## src/rtl/tt_um_priority_decoder.sv

```systemverilog
// tt_um_priority_decoder: rebuilds a 16-bit mask from priority-encoder codes loaded on a synchronised strobe
module tt_um_priority_decoder #(
  parameter logic [7:0] NONE_CODE = 8'hF0,
  parameter int SYNC_STAGES = 2
) (
  input  logic       clk,
  input  logic       rst_n,
  input  logic       ena,
  input  logic [7:0] ui_in,
  input  logic [7:0] uio_in,
  output logic [7:0] uo_out,
  output logic [7:0] uio_out,
  output logic [7:0] uio_oe
);
  logic [SYNC_STAGES-1:0] s_sync, c_sync, a_sync;
  logic s_prev, ld, clr, acc, ack, err, legal, none;
  logic [15:0] mask, mask_nx, onehot;
  logic unused_ok;
  assign unused_ok = &{1'b0, ena, uio_in[7:4]};
  assign uio_oe = 8'hF0;
  always_comb begin
    ld = s_sync[SYNC_STAGES-1] & ~s_prev;
    clr = c_sync[SYNC_STAGES-1];
    acc = a_sync[SYNC_STAGES-1];
    onehot = 16'h1 << ui_in[3:0];
    legal = ui_in[7:4] == 4'h0;
    none = ui_in == NONE_CODE;
    mask_nx = legal ? (acc ? (mask | onehot) : onehot) : (none && !acc) ? 16'h0 : mask;
  end
  always_ff @(posedge clk) begin
    if (!rst_n) begin
      s_sync <= '0;
      c_sync <= '0;
      a_sync <= '0;
      s_prev <= 1'b0;
      mask <= 16'h0;
      err <= 1'b0;
      ack <= 1'b0;
      uo_out <= 8'h0;
      uio_out <= 8'h0;
    end else begin
      s_sync <= {s_sync[SYNC_STAGES-2:0], uio_in[0]};
      c_sync <= {c_sync[SYNC_STAGES-2:0], uio_in[2]};
      a_sync <= {a_sync[SYNC_STAGES-2:0], uio_in[3]};
      s_prev <= s_sync[SYNC_STAGES-1];
      // clear takes precedence and swallows any coincident load, including its ack
      if (clr) begin
        mask <= 16'h0;
        err <= 1'b0;
      end else if (ld) begin
        mask <= mask_nx;
        err <= err | ~(legal | none);
        ack <= ~ack;
      end
      uo_out <= uio_in[1] ? mask[15:8] : mask[7:0];
      uio_out <= {ack, |(mask & (mask - 16'd1)), err, |mask, 4'h0};
    end
  end
endmodule

```

## config.mk

```make
export PLATFORM = sky130hd
export DESIGN_NAME = tt_um_priority_decoder
export DESIGN_NICKNAME = d
export VERILOG_FILES = /design/src/rtl/tt_um_priority_decoder.sv
export SDC_FILE = /design/constraint.sdc
export NUM_CORES = 1
export LEC_CHECK = 0
export CORE_MARGIN = 4
export CORE_UTILIZATION = 45
export CTS_BUF_LIST = sky130_fd_sc_hd__clkbuf_2 sky130_fd_sc_hd__clkbuf_4 sky130_fd_sc_hd__clkbuf_8
export DETAILED_ROUTE_END_ITERATION = 16
export PLACE_DENSITY = 0.89
export SETUP_SLACK_MARGIN = 0.02
export SKIP_CTS_REPAIR_TIMING = 1
export SYNTH_ARGS = -nofsm -noshare
export SYNTH_HDL_FRONTEND = slang
export SYNTH_SLANG_ARGS = --single-unit
```

## constraint.sdc

```tcl
create_clock -name clk -period 1.5 [get_ports clk]
set_clock_uncertainty 0.1 [all_clocks]
set_input_delay 0.3 -clock clk [delete_from_list [all_inputs] [get_ports clk]]
set_output_delay 0.3 -clock clk [all_outputs]
set_load 0.02 [all_outputs]
```

**Yosys cells after proc, flatten, opt, wreduce, memory -nomap -nowiden**

Cells that the tools add are included.

- Input port bits: 19
- Register bits: 41

- $add $sub $neg: 1
- Reduce and logical (&&, ||, !) cells: 9
- Multiplexer cells: 4
- Bitwise gates (word level): 10
- Shifts and indexed selects: 1
- Eq/ne operators: 1

Operators with widths:

| kind | number |
|---|---|
| 16-bit 2-to-1 mux | 3 |
| 16-bit OR reduction | 2 |
| 16-bit bitwise AND | 1 |
| 16-bit OR | 1 |
| 1-bit by 4-bit left shift with 16-bit output (first input constant) | 1 |
| 16-bit by 1-bit subtractor with 16-bit output (second input constant) | 1 |
| 8-bit == test (second input constant) | 1 |
| 8-bit 2-to-1 mux | 1 |
| 1-bit inverter | 5 |
| 4-bit zero test | 1 |
| 2-bit AND reduction | 2 |
| 1-bit OR | 2 |
| 2-bit nonzero test | 1 |
| 2-bit OR reduction | 1 |
| 1-bit bitwise AND | 1 |
| 1-bit logical AND | 1 |
| 1-bit zero test | 1 |

**Depth between registers and ports, before layout**

Gate-level depths: netlist of run 1.

- Depth in word-level cells: 4
- Mapped depth: 6
- Mapped depth without buffers: 4

**Least setup slack after synthesis of run 1**

Ideal clock, no wire load.

- Kind: in2reg
- Start: in ui_in[4]
- End: reg mask[15]
- Arrival: 1.444 ns
- Path slack: -0.114 ns
- Data required time: 1.330 ns
- Library setup time: 0.070 ns
- Buffers on the path: 0
- Cell stages on the path: 4
- Path through: or4_4 -> nor3_1 -> nand4_1 -> a21oi_1

- Word-level cells in the longest chain between the ends: 4
- Elaborated cells between the ends (all ways): 6

RTL lines:

| item | line | text |
|---|---|---|
| from (decl) | 9 | `input logic [7:0] ui_in,` |
| 8-bit == test | 27 | `none = ui_in == NONE_CODE;` |
| 1-bit logical AND | 28 | `mask_nx = legal ? (acc ? (mask \| onehot) : onehot) : (none && !acc) ? 16'h0 : mask;` |
| 2-bit nonzero test (no source line) | -- |  |
| 2-bit AND reduction (no source line) | -- |  |
| to (signal assigned) | 51 | `mask <= mask_nx;` |
| to (decl) | 17 | `logic [15:0] mask, mask_nx, onehot;` |

Several ways; a longest one is shown, not always the timed one.
A chain may end at the register's enable or synchronous reset.

**Final worst setup path of run 1**

- Start: in ui_in[6]
- End: reg mask[14]

Same word-level chain as after synthesis.

==> results.sh, run 1 <==
export IMPL_diodes=0
export IMPL_rsz0062_at_grt="true"
export IMPL_top_layer_used="met4"
export IMPL_area_growth_pct=33.5
export IMPL_required_ns=1.69
export IMPL_p_int_mw=1.34
export IMPL_synth_flop_cell="dfxtp_1"
export IMPL_fin_area_mm2=0.00216
export IMPL_clock_latency_ns=0.35
export IMPL_min_from="ui_in[3]"
export IMPL_cp_max_fo=7
export IMPL_critPathBufInv=1
export IMPL_power_density_mw_per_mm2=825
export IMPL_die_area_mm2=0.00462
export IMPL_synth_area_per_cell_um2=8.89
export IMPL_groute_usage_overall_pct=15.2
export IMPL_p_leak_nw=1.05
export IMPL_switchingPower_mw=0.440
export IMPL_clk_pin_slew_ns=0.10
export IMPL_hold_viol=0
export IMPL_max_vdd_ir_drop_mv=0.593
export IMPL_synth_cell_type_count=40
export IMPL_nets=238
export IMPL_antenna_found_initial=0
export IMPL_cts_tree="yes"
export IMPL_ant_nets=0
export IMPL_critical_path_class="in2reg"
export IMPL_dpl_cell_area_mm2=0.00196
export IMPL_clock_fmax_mhz=670
export IMPL_cpMaxStageDelayCell="or4_4"
export IMPL_holdPathStages=4
export IMPL_wl_met1_um=1560
export IMPL_grt_pass1_wl_um=5260
export IMPL_synth_edf_count=0
export IMPL_grt_pass1_vias=1202
export IMPL_whs_endpoint="mask[13]$_SDFFE_PP0P_"
export IMPL_r2r_end="uio_out[6]$_SDFF_PN0_"
export IMPL_met2_length_um=1770
export IMPL_clock_path_buffers=2
export IMPL_htreeDepth=2
export IMPL_fp_dieH_um=68.0
export IMPL_synth_cells=182
export IMPL_swShare_pct=24.7
export IMPL_synth_area_mm2=0.00162
export IMPL_drive_gt1_share_pct=21.4
export IMPL_gp_congestion=0.875
export IMPL_yosys_register_bits=37
export IMPL_io_pins=43
export IMPL_grt_remaining_overflow=0
export IMPL_start_util_pct=47.4
export IMPL_grt_max_degree=18
export IMPL_crit_arrival_ns=1.68
export IMPL_max_cap_violations=0
export IMPL_path_cells="buf_6 > or4_4 > nor4b_4 > nand3_1 > a21oi_2"
export IMPL_vias=1419
export IMPL_r2r_start="mask[1]$_SDFFE_PP0P_"
export IMPL_endpoint_kind="register"
export IMPL_async_flop_share_pct=0
export IMPL_maxSlewViolCount=0
export IMPL_setup_viol=0
export IMPL_r2r_cells=5
export IMPL_viasPerCell=5.33
export IMPL_fill_cells=269
export IMPL_drt_first_pass_iters=4
export IMPL_wl_met3_um=312
export IMPL_hpwl_um=2290
export IMPL_drc=0
export IMPL_dieWidth_um=68.0
export IMPL_fin_crit_sh_pct=99.5
export IMPL_routed_wl_um=3700
export IMPL_wl_per_cell_um=13.9
export IMPL_fp_coreArea_mm2=0.00342
export IMPL_critPathTopFamily="simple AND/OR/NAND/NOR gates"
export IMPL_cts_made_buffers=5
export IMPL_yosys_warnings=0
export IMPL_p_clk_share_pct=33.7
export IMPL_hold_class="in2reg"
export IMPL_rrSetupSlack_ns=0.04
export IMPL_io_buffers=25
export IMPL_cts_sinks=37
export IMPL_power_frac_comb_pct=10.2
export IMPL_seqPwrFrac_pct=56.0
export IMPL_min_period_ns=1.49
export IMPL_rows=21
export IMPL_slowest_delay_ns=0.61
export IMPL_setup_tns_ns=0
export IMPL_outcome="complete, no violations"
export IMPL_seq_area_frac_synth_pct=45.8
export IMPL_cp_start_kind="input pin"
export IMPL_drt_iter0_markers=66
export IMPL_cts_root_buf="clkbuf_4"
-- cells in the final DEF (no fill, tap or decap), types with 3 or more instances in the layout --
master,Yosys,final
a21oi_1,19,14
a21oi_2,0,5
and2_1,9,9
buf_4,12,11
clkbuf_4,0,5
clkdlybuf4s50_1,0,5
conb_1,2,12
dfxtp_1,37,35
dlymetal6s2s_1,0,17
inv_1,3,3
mux2i_1,8,8
nand2_1,9,9
nand3_1,6,6
nand4_1,3,3
nor2_1,17,17
o21ai_0,8,6
o21ai_1,8,9
-- worst min-delay path, stage by stage --
cell and delay, ns:
dlymetal6s2s_1 0.13, buf_4 0.16, nand3_1 0.07, a21oi_1 0.05
-- cells in the mapped netlist, types with 3 or more instances --
cell      count  area (um2)
a211oi_1      3        22.5
a21oi_1      19        95.1
and2_1        9        56.3
buf_4        12        90.1
clkbuf_1      6        22.5
dfxtp_1      37         741
inv_1         3        11.3
mux2i_1       8        80.1
nand2_1       9        33.8
nand3_1       6        30.0
nand4_1       3        18.8
nor2_1       17        63.8
nor4_1        3        18.8
o21ai_0       8        40.0
o21ai_1       8        40.0
-- power groups by stage --
stage,registers [mW],logic (mW),clock network (mW)
CTS,1.00,0.172,0.602
global placement,1.02,0.168,0
finish,0.998,0.182,0.601
detailed placement,1.02,0.171,0
global route,1.00,0.195,0.655
floorplan,1.02,0.113,0
-- registers in the layout (all words and copies together), names as in the netlist --
name / cells
uo_out: 8
c_sync: 2
err: 1
ack: 1
uio_out: 4
a_sync: 2
s_sync: 2
mask: 16
s_prev: 1
-- worst max path at each step --
stage                     startpoint                     to  slack, ns  cells after the start
after global placement      ui_in[4]  mask[14]$_SDFFE_PP0P_      -0.60                      5
after CTS                   ui_in[4]  mask[14]$_SDFFE_PP0P_      -0.30                      5
after detailed placement    ui_in[4]  mask[14]$_SDFFE_PP0P_      -0.65                      5
after global routing        ui_in[6]   mask[2]$_SDFFE_PP0P_      -0.03                      5
after floorplan             ui_in[4]  mask[13]$_SDFFE_PP0P_      -0.11                      4
final                       ui_in[6]  mask[14]$_SDFFE_PP0P_      0.007                      5
-- cell type report --
cell class	instances	area, um2	area share (%)
clock buffer	7	65.1	3.01
sequential	37	746	34.5
timing repair buffer	38	407	18.8
tap	46	57.6	2.67
clock inverter	1	5.00	0.232
multi-input combinational	134	868	40.2
inverter	3	11.3	0.521
-- metrics by stage --
step | util (%) | cells | power (mW) | worst slack, ns | hold slack (ns)
5_1_grt | 63.2 | 266 | 1.85 | -0.0269 | 0.315
6_report | 63.2 | 266 | 1.78 | 0.00696 | 0.305
2_1_floorplan | - | 192 | 1.14 | -0.108 | 0.312
4_1_cts | 59.4 | 261 | 1.77 | -0.297 | 0.345
3_3_place_gp | 57.4 | 253 | 1.19 | -0.602 | 0.315
3_5_place_dp | 57.4 | 253 | 1.19 | -0.652 | 0.320
-- cells by family (layout without fill, tap and decap cells) --
| kind of cell | after synthesis | after routing | synth area share, % |
|---|---|---|---|
| AO/OA/AOI/OAI | 49 | 51 | 17.5 |
| buffers and inverters | 23 | 49 | 8.58 |
| flip-flops | 37 | 37 | 45.8 |
| multiplexers | 8 | 8 | 4.95 |
| other | 2 | 12 | 0.464 |
| AND/OR/NAND/NOR | 63 | 63 | 22.7 |
-- metal layers --
| metal | up-vias | global-route usage, % |
|---|---|---|
| li1 | 698 | - |
| met1 | 652 | 18.6 |
| met2 | 62 | 24.1 |
| met3 | 7 | 5.91 |
| met4 | 0 | 5.96 |
| met5 | - | 0 |
(Power assumes the default switching activity.)
==> inputs of run 2 (changes only) <==
--- a/config.mk
+++ b/config.mk
@@ -9,7 +9,8 @@
 export CORE_UTILIZATION = 45
 export CTS_BUF_LIST = sky130_fd_sc_hd__clkbuf_2 sky130_fd_sc_hd__clkbuf_4 sky130_fd_sc_hd__clkbuf_8
 export DETAILED_ROUTE_END_ITERATION = 16
-export PLACE_DENSITY = 0.89
+export HOLD_SLACK_MARGIN = 0.05
+export PLACE_DENSITY = 0.87
 export SETUP_SLACK_MARGIN = 0.02
 export SKIP_CTS_REPAIR_TIMING = 1
 export SYNTH_ARGS = -nofsm -noshare
==> run 2 against run 1 <==
  * Power increased by 7.1%
  * Critical endpoint is now mask[6]$_SDFFE_PP0P_
  * Die area unchanged
  * Cell count increased by 0.38%
  * Count of clock-buffer cells in the layout unchanged
  * Critical path type unchanged
  * Global-route usage increased by 0.13 points
  * Critical path depth unchanged
==> results.sh, run 2 (synthesized netlist as in run 1, its figures left out) <==
export IMPL_outcome="complete, no violations"
export IMPL_clk_pin_slew_ns=0.11
export IMPL_drc=0
export IMPL_grt_pass1_wl_um=5360
export IMPL_groute_usage_overall_pct=15.4
export IMPL_diodes=0
export IMPL_cts_root_buf="clkbuf_4"
export IMPL_drt_iter0_markers=82
export IMPL_power_mw=1.91
export IMPL_setup_tns_ns=0
export IMPL_place_ws_ns=-0.655
export IMPL_final_cell_mix="dfxtp_1 (35), nor2_1 (17), dlymetal6s2s_1 (17)"
export IMPL_viasPerCell=5.34
export IMPL_nets=239
export IMPL_endpoint_kind="register"
export IMPL_largest_register_ffs=16
export IMPL_cp_max_fo=6
export IMPL_cts_made_buffers=5
export IMPL_vias=1425
export IMPL_fp_dieH_um=68.0
export IMPL_rrSetupSlack_ns=0.10
export IMPL_clock_path_buffers=2
export IMPL_drive_gt1_share_pct=22.6
export IMPL_routed_wl_um=3680
export IMPL_grt_max_degree=18
export IMPL_clock_fmax_mhz=668
export IMPL_max_cap_violations=0
export IMPL_antenna_found_initial=0
export IMPL_maxSlewViolCount=0
export IMPL_htreeDepth=2
export IMPL_gp_congestion=0.851
export IMPL_largest_registers="mask x16, uo_out x8, uio_out x4"
export IMPL_ant_nets=0
export IMPL_cts_sinks=37
export IMPL_area_growth_pct=36.9
export IMPL_grt_pass1_vias=1232
export IMPL_top_register="mask"
export IMPL_power_density_mw_per_mm2=861
export IMPL_fp_coreArea_mm2=0.00342
export IMPL_hold_viol=0
export IMPL_fin_crit_sh_pct=99.8
export IMPL_hpwl_um=2330
export IMPL_setup_viol=0
export IMPL_rows=21
export IMPL_min_period_ns=1.50
export IMPL_io_buffers=25
export IMPL_final_common_cell="dfxtp_1"
export IMPL_dieWidth_um=68.0
export IMPL_io_pins=43
export IMPL_die_area_mm2=0.00462
export IMPL_p_leak_nw=1.10
export IMPL_max_vdd_ir_drop_mv=0.352
export IMPL_cp_start_kind="input pin"
export IMPL_timing_hold_ws_ns=0.319
export IMPL_crit_arrival_ns=1.68
export IMPL_rsz0062_at_grt="true"
export IMPL_critical_path_class="in2reg"
export IMPL_wl_per_cell_um=13.8
export IMPL_drt_first_pass_iters=4
export IMPL_clock_latency_ns=0.34
export IMPL_hold_class="in2reg"
export IMPL_grt_remaining_overflow=0
export IMPL_cts_tree="yes"
export IMPL_layout_setup_ws_ns=0.00339
export IMPL_required_ns=1.69
export IMPL_start_util_pct=47.4
[run 2: worst paths after layout]
path	from	to	depth (start not counted)
setup / recovery	ui_in[6]	mask[6]$_SDFFE_PP0P_	5
hold / removal	ui_in[0]	mask[2]$_SDFFE_PP0P_	5
setup reg to reg	mask[0]$_SDFFE_PP0P_	uio_out[6]$_SDFF_PN0_	4
hold reg to reg	c_sync[0]$_SDFF_PN0_	c_sync[1]$_SDFF_PN0_	1
[run 2: area by class of cell]
cell class,count,area (um2)
Sequential cell,37,748
Multi-Input combinational cell,133,887
Inverter,3,11.3
Timing Repair Buffer,40,422
Clock inverter,1,30.0
Tap cell,46,57.6
Clock buffer,7,58.8
Fill cell,279,1200
[run 2: worst max-delay path, cell delays in order]
cell and delay [ns]:
buf_6 0.09, or4_4 0.62, nor4b_4 0.40, nand2_1 0.13, a21oi_2 0.14
[run 2: routing by layer]
layer  vias up  wire [um]  share of wire (%)  GRT usage, %
li1        703          -                  -             -
met1       643       1570                 43          18.2
met2        67       1710                 46          25.6
met3        12        290                7.9          4.43
met4         0        108                2.9          6.70
met5         -          0                  0             0
[run 2: metrics by stage]
stage               cell area, um2  cells  util (%)
floorplan                     1680    192         -
global placement              1970    254      57.6
detailed placement            1970    254      57.6
CTS                           2060    262      60.2
global route                  2210    267      64.8
finish                        2210    267      64.8
[run 2: report_power, final]
group,switching [mW],internal (mW),leakage [nW],total (mW)
combinational,0.106,0.0755,0.747,0.182
clock,0.313,0.416,0.0489,0.730
sequential,0.00484,0.991,0.301,0.996
